$ cat config.mk
export PLATFORM = sky130hd
export DESIGN_NAME = imem_loader_flat
export DESIGN_NICKNAME = d
export VERILOG_FILES = /design/src/rtl/imem_loader_pkg.sv /design/src/rtl/imem_loader_if.sv /design/src/rtl/imem_loader_le_word_packer.sv /design/src/rtl/imem_loader.sv /design/src/flat_wrapper.sv
export SDC_FILE = /design/constraint.sdc
export NUM_CORES = 1
export LEC_CHECK = 0
export CAP_MARGIN = 20
export CORE_ASPECT_RATIO = 0.5
export CORE_MARGIN = 2
export CORE_UTILIZATION = 50
export DETAILED_ROUTE_END_ITERATION = 8
export GPL_TIMING_DRIVEN = 0
export PLACE_DENSITY = 0.84
export SETUP_SLACK_MARGIN = 0.3
export SLEW_MARGIN = 20
export SYNTH_ARGS = -nofsm -noshare
export SYNTH_HDL_FRONTEND = slang
export SYNTH_SLANG_ARGS = --single-unit
$ cat constraint.sdc
create_clock -name clk -period 3.3 [get_ports clk]
set_input_delay 0.66 -clock clk [delete_from_list [all_inputs] [get_ports clk]]
set_output_delay 0.66 -clock clk [all_outputs]
set_load 0.05 [all_outputs]
$ cat src/rtl/imem_loader_pkg.sv
// Shared types and constants for the instruction-memory loader.
package imem_loader_pkg;

    typedef enum logic [2:0] {
        IDLE  = 3'd0,
        LEN0  = 3'd1,
        LEN1  = 3'd2,
        DATA  = 3'd3,
        FLUSH = 3'd4,
        DONE  = 3'd5,
        ERR   = 3'd6
    } state_t;

    localparam int LEN_W          = 16;
    localparam int BYTES_PER_WORD = 4;

    function automatic int depth_words(input int ins_address);
        return 1 << (ins_address - 2);
    endfunction

endpackage

$ cat src/rtl/imem_loader_if.sv
// Byte-stream input and instruction-memory write port of the loader.
interface imem_loader_if #(
    parameter int INS_ADDRESS = 9,
    parameter int INS_W       = 32
);
    logic                   s_valid;
    logic [7:0]             s_data;
    logic                   s_ready;
    logic                   we;
    logic [INS_ADDRESS-1:0] wa;
    logic [INS_W-1:0]       wd;

    modport master (output s_valid, s_data, input s_ready, we, wa, wd);
    modport slave  (input s_valid, s_data, output s_ready, we, wa, wd);
endinterface

$ cat src/rtl/imem_loader_le_word_packer.sv
// Little-endian byte-to-word packer: first byte lands in word[7:0].
module le_word_packer
    import imem_loader_pkg::*;
(
    input  logic        clk,
    input  logic        reset,
    input  logic        clear,
    input  logic        shift_en,
    input  logic [7:0]  byte_in,
    output logic [31:0] word,
    output logic        word_valid
);

    logic [23:0] packer;
    logic [1:0]  byte_idx;

    always_ff @(posedge clk or posedge reset) begin
        if (reset) begin
            packer   <= '0;
            byte_idx <= '0;
        end else if (clear) begin
            packer   <= '0;
            byte_idx <= '0;
        end else if (shift_en) begin
            packer   <= {byte_in, packer[23:8]};
            byte_idx <= byte_idx + 2'd1;
        end
    end

    assign word       = {byte_in, packer};
    assign word_valid = shift_en && (byte_idx == 2'(BYTES_PER_WORD - 1));

endmodule

$ cat src/rtl/imem_loader.sv
// Loads a length-prefixed byte stream into instruction memory while holding the core.
//   state | meaning
//   IDLE  | waiting for start
//   LEN0  | accept word count low byte
//   LEN1  | accept word count high byte, validate
//   DATA  | accept instruction bytes, one write per 4 bytes
//   FLUSH | final write pulse on the bus
//   DONE  | one-cycle done pulse, release core
//   ERR   | bad length; hold core until next start
module imem_loader
    import imem_loader_pkg::*;
#(
    parameter int INS_ADDRESS = 9,
    parameter int INS_W       = 32
) (
    input  logic          clk,
    input  logic          reset,
    input  logic          start,
    imem_loader_if.slave  bus,
    output logic          core_hold,
    output logic          done,
    output logic          err
);

    localparam int DEPTH = depth_words(INS_ADDRESS);

    state_t                 state;
    logic                   s_ready_q;
    logic                   we_q;
    logic [INS_ADDRESS-1:0] wa_q;
    logic [INS_W-1:0]       wd_q;
    logic [LEN_W-1:0]       len;
    // one bit wider than the word index so len == DEPTH compares without wrap
    logic [INS_ADDRESS-2:0] word_idx;

    logic                   accept;
    logic [LEN_W-1:0]       len_full;
    logic                   last_word;
    logic                   start_ok;
    logic [31:0]            word;
    logic                   word_valid;

    assign accept    = s_ready_q && bus.s_valid;
    assign len_full  = {bus.s_data, len[7:0]};
    assign last_word = (LEN_W'(word_idx) == (len - LEN_W'(1)));
    assign start_ok  = start && ((state == IDLE) || (state == ERR));

    le_word_packer u_packer (
        .clk        (clk),
        .reset      (reset),
        .clear      (start_ok),
        .shift_en   (accept && (state == DATA)),
        .byte_in    (bus.s_data),
        .word       (word),
        .word_valid (word_valid)
    );

    always_ff @(posedge clk or posedge reset) begin
        if (reset) begin
            state     <= IDLE;
            s_ready_q <= 1'b0;
            we_q      <= 1'b0;
            wa_q      <= '0;
            wd_q      <= '0;
            core_hold <= 1'b0;
            done      <= 1'b0;
            err       <= 1'b0;
            len       <= '0;
            word_idx  <= '0;
        end else begin
            we_q <= 1'b0;
            done <= 1'b0;
            case (state)
                IDLE, ERR: begin
                    if (start_ok) begin
                        state     <= LEN0;
                        s_ready_q <= 1'b1;
                        core_hold <= 1'b1;
                        err       <= 1'b0;
                        word_idx  <= '0;
                    end
                end
                LEN0: begin
                    if (accept) begin
                        len[7:0] <= bus.s_data;
                        state    <= LEN1;
                    end
                end
                LEN1: begin
                    if (accept) begin
                        len <= len_full;
                        if (len_full == '0) begin
                            state     <= DONE;
                            s_ready_q <= 1'b0;
                            done      <= 1'b1;
                        end else if ({1'b0, len_full} > (LEN_W+1)'(DEPTH)) begin
                            state     <= ERR;
                            s_ready_q <= 1'b0;
                            err       <= 1'b1;
                        end else begin
                            state <= DATA;
                        end
                    end
                end
                DATA: begin
                    if (word_valid) begin
                        wd_q     <= word;
                        wa_q     <= {word_idx[INS_ADDRESS-3:0], 2'b00};
                        we_q     <= 1'b1;
                        word_idx <= word_idx + 1'b1;
                        if (last_word) begin
                            state     <= FLUSH;
                            s_ready_q <= 1'b0;
                        end
                    end
                end
                FLUSH: begin
                    state <= DONE;
                    done  <= 1'b1;
                end
                DONE: begin
                    state     <= IDLE;
                    core_hold <= 1'b0;
                end
                default: state <= IDLE;
            endcase
        end
    end

    assign bus.s_ready = s_ready_q;
    assign bus.we      = we_q;
    assign bus.wa      = wa_q;
    assign bus.wd      = wd_q;

endmodule

$ cat src/flat_wrapper.sv
// flat-port wrapper written by rule: the top's interface ports become plain ports
module imem_loader_flat import imem_loader_pkg::*;
#(
    parameter int INS_ADDRESS = 9,
    parameter int INS_W       = 32
)
  (clk, reset, start, core_hold, done, err, bus_s_valid, bus_s_data, bus_s_ready, bus_we, bus_wa, bus_wd);
  imem_loader_if #(.INS_ADDRESS(INS_ADDRESS), .INS_W(INS_W)) bus_i ();
  input  logic clk;
  input  logic reset;
  input  logic start;
  output logic core_hold;
  output logic done;
  output logic err;
  input wire logic [$bits(bus_i.s_valid)-1:0] bus_s_valid;
  input wire logic [$bits(bus_i.s_data)-1:0] bus_s_data;
  output wire logic [$bits(bus_i.s_ready)-1:0] bus_s_ready;
  output wire logic [$bits(bus_i.we)-1:0] bus_we;
  output wire logic [$bits(bus_i.wa)-1:0] bus_wa;
  output wire logic [$bits(bus_i.wd)-1:0] bus_wd;
  assign bus_i.s_valid = bus_s_valid;
  assign bus_i.s_data = bus_s_data;
  assign bus_s_ready = bus_i.s_ready;
  assign bus_we = bus_i.we;
  assign bus_wa = bus_i.wa;
  assign bus_wd = bus_i.wd;
  imem_loader #(.INS_ADDRESS(INS_ADDRESS), .INS_W(INS_W)) u_core (.clk(clk), .reset(reset), .start(start), .bus(bus_i), .core_hold(core_hold), .done(done), .err(err));
endmodule
Word level (Yosys, flattened, before mapping)

Index checks and enable logic that the tools add are counted.

Output and inout bits: 46
Flip-flop bits (word level): 97
Input port bits: 12
Logic and storage cells: 90

Reductions and logical operators: 21
Eq/ne operators: 16
Bitwise gates (word level): 1
$add $sub $neg: 3
Mux-type cells: 35
Magnitude comparators: 1

Operator list:

| cell                                                            | count |
|---|---|
| two-way mux 24 bit                                              | 2 |
| case mux 8 bit (2 select lines)                                 | 2 |
| two-way mux 8 bit                                               | 3 |
| two-way mux 3 bit                                               | 7 |
| == test 8 x 16 -> 1 bit                                         | 1 |
| greater-than comparator 16 x 8 -> 1 bit (second input constant) | 1 |
| zero test 16 bit                                                | 1 |
| subtractor 16 x 1 -> 16 bit (second input constant)             | 1 |
| case mux 3 bit (5 select lines)                                 | 1 |
| two-way mux 1 bit                                               | 14 |
| != test 2 x 1 -> 1 bit (second input constant)                  | 5 |
| AND reduction 5 bit                                             | 2 |
| == test 3 bit (second input constant)                           | 3 |
| adder 8 x 1 -> 8 bit (second input constant)                    | 1 |
| nonzero test 2 bit                                              | 4 |
| == test 3 x 2 -> 1 bit (second input constant)                  | 2 |
| case mux 1 bit (2 select lines)                                 | 3 |
| AND reduction 2 bit                                             | 3 |
| AND reduction 3 bit                                             | 2 |
| AND reduction 6 bit                                             | 1 |
| logical AND 1 bit                                               | 4 |
| two-way mux 2 bit                                               | 2 |
| != test 2 bit (second input constant)                           | 2 |
| == test 3 x 1 -> 1 bit (second input constant)                  | 1 |
| 9 further kinds                                                 | 9 |

Depth between registers and ports, before layout

Depth after elaboration: 5
Depth in mapped cells: 10
Mapped depth without buffers: 8

By module

From an unflattened synthesis, not the netlist that was laid out.

Cell total of the unflattened synthesis: 453
Area, all modules: 4440.5 um2

Modules (own cells, without submodules):

| module         | seq. area each (um2) | area each (um2) | cells an instance | instances |
|---|---|---|---|---|
| imem_loader    | 1776.7               | 3281.9          | 358               | 1 |
| le_word_packer | 650.6                | 1158.6          | 95                | 1 |

Worst setup path after synthesis

Ideal clock, no wire load.

Kind: register -> register
From: register u_core.len[0]
To: register u_core.state[1]
Library setup time: 0.124 ns
Period minus slack after synthesis: 2.247 ns
Cell stages (with the launch flop): 11
Data required time: 3.176 ns
Slack: 1.053 ns
Arrival: 2.123 ns
Buffers on the path: 2
Cells stage by stage: dfrtp_1 clkbuf_1 inv_1 ha_1 clkbuf_1 or2b_1 nand3_1 o21ai_0 a221oi_1 o2111ai_1 a211o_1

Cells in the longest elaborated chain, start to end: 4
Elaborated cells between the ends (all ways): 8
Those cells by class: add/sub: 1; eq/ne: 2; mux: 3; reduce/logical: 2

Ends and longest elaborated chain:

| what                                                                                    | RTL line                             | text |
|---|---|---|
| from (decl)                                                                             | imem_loader.sv:32                    | `logic [LEN_W-1:0] len;` |
| from (signal assigned)                                                                  | imem_loader.sv:85                    | `len[7:0] <= bus.s_data;` |
| from (signal assigned)                                                                  | imem_loader.sv:91                    | `len <= len_full;` |
| subtractor 16 x 1 -> 16 bit / zero test 16 bit (equally long branches)                  | imem_loader.sv:45, imem_loader.sv:92 |  |
| == test 8 x 16 -> 1 bit / two-way mux 3 bit (equally long branches)                     | imem_loader.sv:45, imem_loader.sv:92 |  |
| != test 2 x 1 -> 1 bit (no line) / two-way mux 3 bit (equally long branches)            | n/a                                  |  |
| AND reduction 5 bit (no line) / case mux 3 bit (5 select lines) (equally long branches) | n/a                                  |  |
| to (signal assigned)                                                                    | imem_loader.sv:60                    | `state <= IDLE;` |
| to (signal assigned)                                                                    | imem_loader.sv:76                    | `state <= LEN0;` |
| to (signal assigned)                                                                    | imem_loader.sv:86                    | `state <= LEN1;` |
| to (decl)                                                                               | imem_loader.sv:27                    | `state_t state;` |

Several ways; a longest one is shown, not always the timed one. The select of a mux whose other input is x is not followed.
A chain may end at the register's enable or synchronous reset.

Worst setup path in the final report

Ends and elaborated chain as after synthesis.

==> flow_summary.rst <==
.. list-table::
   :header-rows: 1

   * - Metric
     - Value
   * - Worst setup slack after placement
     - 0.3109 ns
   * - Global Route Usage Sum
     - 22.97%
   * - Setup repair after global routing missed its margin
     - no
   * - Required time at the worst-slack endpoint
     - 3.53 ns
   * - Post-synthesis cell area
     - 0.004384 mm^2
   * - Total Die Area
     - 0.009579 mm^2
   * - I/O Pins
     - 58
   * - Final total power
     - 5.590 mW
   * - Drt first-iter violations
     - 296
   * - Fmax
     - 375.5 MHz
   * - Number of placement rows
     - 24
   * - DP Wirelength
     - 7134 um
   * - Width of the die
     - 136.4 um
   * - Category of the critical setup timing path
     - reg -> reg
   * - Clock Skew
     - 0.005961 ns
   * - Result of the run
     - finished clean
   * - Number of synthesized flops with an enable pin
     - 0
   * - Dpl cell area
     - 0.005129 mm^2
   * - Fraction of layout instances using a drive strength above 1
     - 7.623%
   * - Congestion Overflow GR
     - 0
   * - Sequential cell area fraction in the yosys report
     - 55.37%
   * - Synthesized-area fraction occupied by xor and xnor cells
     - 3.596%
   * - Synthesized area divided by synthesized cell count
     - 9.172 um^2
   * - Clock-pin slew on the worst setup and hold paths
     - 0.06 ns
   * - Number of hold violations in the final report
     - 0
   * - Number of instances in the synthesized netlist
     - 478
   * - Layout net count
     - 563
   * - TritonCTS clock tree
     - done
   * - Number of placed instances, taps included
     - 653
   * - Post-detailed-route via-to-cell ratio
     - 5.358
   * - Setup-failing EPs final
     - 0
   * - Post-route setup TNS
     - 0 ns
   * - Post-CTS Hold Fix Bufs
     - 0
   * - ANT nets after route
     - 0
   * - Number of filler instances in the final layout
     - 716
   * - Adder-cell share of the synthesized area
     - 1.142%
   * - Number of warnings issued by yosys
     - 0
   * - Pin slew with the least headroom to its limit
     - 0.6745 ns
   * - Root cell of the clock tree
     - sky130_fd_sc_hd__clkbuf_16
   * - Nature of the critical path startpoint
     - flop
   * - Inserted Clock Buffers
     - 9
   * - Total number of vias
     - 3579
   * - Flip-flop and latch count after synthesis
     - 97
   * - Antenna violations before repair
     - 0
   * - Crit Path Max Fanout
     - 10
   * - Library cells used by synthesis
     - 52
   * - Simple-gate area share of the yosys netlist
     - 23.06%
   * - Final core utilization
     - 62.94%
   * - DRC
     - 0
   * - Max Transition Viols Final
     - 0
   * - Clock insertion delay at the later pin of the skew report
     - 0.35 ns
   * - Critical path capture point type
     - flop
   * - Final worst slack
     - 0.6367 ns
   * - Footprint of the multi-input gates
     - 0.001818 mm^2
   * - Class of the tightest hold or removal check
     - reg -> reg
   * - Storage cell area
     - 0.002427 mm^2
   * - Largest family of logic cells by synthesized area
     - simple AND/OR/NAND/NOR gates
   * - Port Buffer Count
     - 55
   * - H-tree depth
     - 3
   * - Worst slack on hold paths
     - 0.4716 ns
   * - Starting density of the core
     - 50.87%
   * - Routed len/inst
     - 15.10 um
   * - Wire length of the first global-routing pass
     - 16930 um
   * - Proportion of synthesized area in mux cells
     - 3.596%
   * - Pwr per Cell Area
     - 1031 mW/mm^2
   * - 1st-pass router iterations
     - 4
   * - Share of async-settable or async-resettable flops after synthesis
     - 100.0%
   * - Dominant synthesized flop cell
     - sky130_fd_sc_hd__dfrtp_1
   * - Number of global-route vias before repair
     - 3500
   * - Postcts setup bufs
     - 0
   * - Relative slew slack
     - 54.94%
   * - Post-CTS sizing
     - 0
   * - Number of non-filler instances in the completed layout
     - 668
   * - Start of the worst register-to-register path
     - u_core.len[0]$_DFFE_PP0P_
   * - Crit share post-route
     - 80.71%
   * - Number of inserted diodes
     - 0
   * - Vertical die dimension
     - 70.22 um
   * - Routed wire length
     - 10090 um
   * - Cell leakage power
     - 2.506 nW
   * - Worst VDD drop
     - 0.4073 mV
   * - Final Wtd Congestion
     - 0.9283
   * - Compound-cell area share of the yosys netlist
     - 9.903%
   * - Period minus WS final
     - 2.663 ns
   * - Number of buffers between clock root and the deepest sink
     - 2
   * - Pin count of the biggest net entering global routing
     - 36
   * - Number of max-cap violations
     - 0
   * - Area grow syn2layout
     - 23.72%
   * - Final design area excluding fillers
     - 0.005424 mm^2
   * - First element of the critical path
     - u_core.len[0]$_DFFE_PP0P_
   * - Clock sink total
     - 97
   * - Data arrival time of the critical path
     - 2.90 ns
   * - Startpoint of the worst hold path
     - u_core.bus.wd[6]$_DFFE_PP0P_
   * - Area inside the core boundary
     - 0.008618 mm^2
-- sequential cells by signal, summed over array words and instances, names as in the netlist --
signal / count
u_core.bus.s_ready: 1
u_core.bus.wa: 7
u_core.bus.wd: 32
u_core.bus.we: 1
u_core.core_hold: 1
u_core.done: 1
u_core.err: 1
u_core.len: 16
u_core.state: 3
u_core.u_packer.byte_idx: 2
u_core.u_packer.packer: 24
u_core.word_idx: 8
-- critical path, stage by stage, from the launching register on --
cell                        delay (ns)
sky130_fd_sc_hd__dfrtp_1          0.35
sky130_fd_sc_hd__clkbuf_1         0.18
sky130_fd_sc_hd__inv_1            0.14
sky130_fd_sc_hd__ha_1             0.18
sky130_fd_sc_hd__clkbuf_1         0.37
sky130_fd_sc_hd__o21ai_0          0.27
sky130_fd_sc_hd__o21ai_0          0.22
sky130_fd_sc_hd__a32oi_1          0.13
sky130_fd_sc_hd__a211oi_2         0.22
sky130_fd_sc_hd__o2111ai_1        0.20
sky130_fd_sc_hd__a211o_1          0.29
-- cell usage in the layout, fill, tap and decap left out, drive strengths merged, types with 6 or more instances in the layout --
| cell type | netlist | layout |
|---|---|---|
| dfrtp | 97 | 97 |
| xnor2 | 11 | 11 |
| o21ai | 15 | 15 |
| xor2 | 7 | 7 |
| inv | 8 | 7 |
| clkbuf | 22 | 32 |
| a21oi | 32 | 32 |
| mux2 | 14 | 14 |
| nor2 | 22 | 22 |
| buf | 4 | 6 |
| nand2 | 177 | 177 |
| clkdlybuf4s50 | 0 | 55 |
-- routing by layer --
metal | GRT usage, % | up-vias | wire (um)
met2 | 36.63 | 104 | 4864
met3 | 6.318 | 23 | 719
met4 | 8.565 | 0 | 225
met1 | 30.22 | 1732 | 4276
met5 | 0 | - | 0
li1 | - | 1720 | -
-- final cells by class --
cell class	count	area share [%]
flip-flops and latches	97	44.75
clock buffers	10	4.406
inverters	8	0.6228
repair buffers	57	10.89
plain buffers	26	2.076
well taps	117	2.699
clock inverters	5	1.038
multi-input cells	348	33.52
-- path summary, 6_finish.rpt --
kind / end / slack [ns] / cells after the start
hold reg to reg: u_core.bus.wd[6]$_DFFE_PP0P_ / 0.47 / 2
setup reg to reg: u_core.state[1]$_DFFE_PP0P_ / 0.64 / 10
min in group asynchronous: u_core.u_packer.packer[14]$_DFFE_PP0P_ / 0.76 / 2
setup / recovery: u_core.state[1]$_DFFE_PP0P_ / 0.64 / 10
hold / removal: u_core.bus.wd[6]$_DFFE_PP0P_ / 0.47 / 2
max in group asynchronous: u_core.len[8]$_DFFE_PP0P_ / 1.95 / 3
-- kinds of logic after synthesis --
logic type / count (synthesis)
fa+ha+maj: 4
mux: 14
flops: 97
other cells: 1
buf+inv: 34
simple gates: 239
xor+xnor: 18
compound gates: 71
-- Yosys cell counts, types with 3 or more instances --
cell,n,area [um^2]
sky130_fd_sc_hd__clkbuf_1,22,82.58
sky130_fd_sc_hd__nor3_1,5,25.02
sky130_fd_sc_hd__inv_1,7,26.28
sky130_fd_sc_hd__nor2_1,21,78.83
sky130_fd_sc_hd__nand3_1,5,25.02
sky130_fd_sc_hd__xor2_1,7,61.31
sky130_fd_sc_hd__nand2b_1,3,18.77
sky130_fd_sc_hd__nand4_1,4,25.02
sky130_fd_sc_hd__dfrtp_1,97,2427
sky130_fd_sc_hd__a21oi_1,32,160.2
sky130_fd_sc_hd__o21ai_0,14,70.07
sky130_fd_sc_hd__nor4_1,4,25.02
sky130_fd_sc_hd__nand2_1,177,664.4
sky130_fd_sc_hd__and3_1,3,18.77
sky130_fd_sc_hd__mux2_2,14,157.7
sky130_fd_sc_hd__or4_1,3,22.52
sky130_fd_sc_hd__ha_1,4,50.05
sky130_fd_sc_hd__xnor2_1,11,96.34
sky130_fd_sc_hd__a31oi_1,5,31.28
-- report_power, final --
group          total (mW)  internal [mW]  switching [mW]
Clock                1.04          0.602           0.443
Combinational        2.50          0.906            1.60
Sequential           2.04           1.67           0.378
Total                5.59           3.17            2.42
Power figures use the tool's default switching activity.
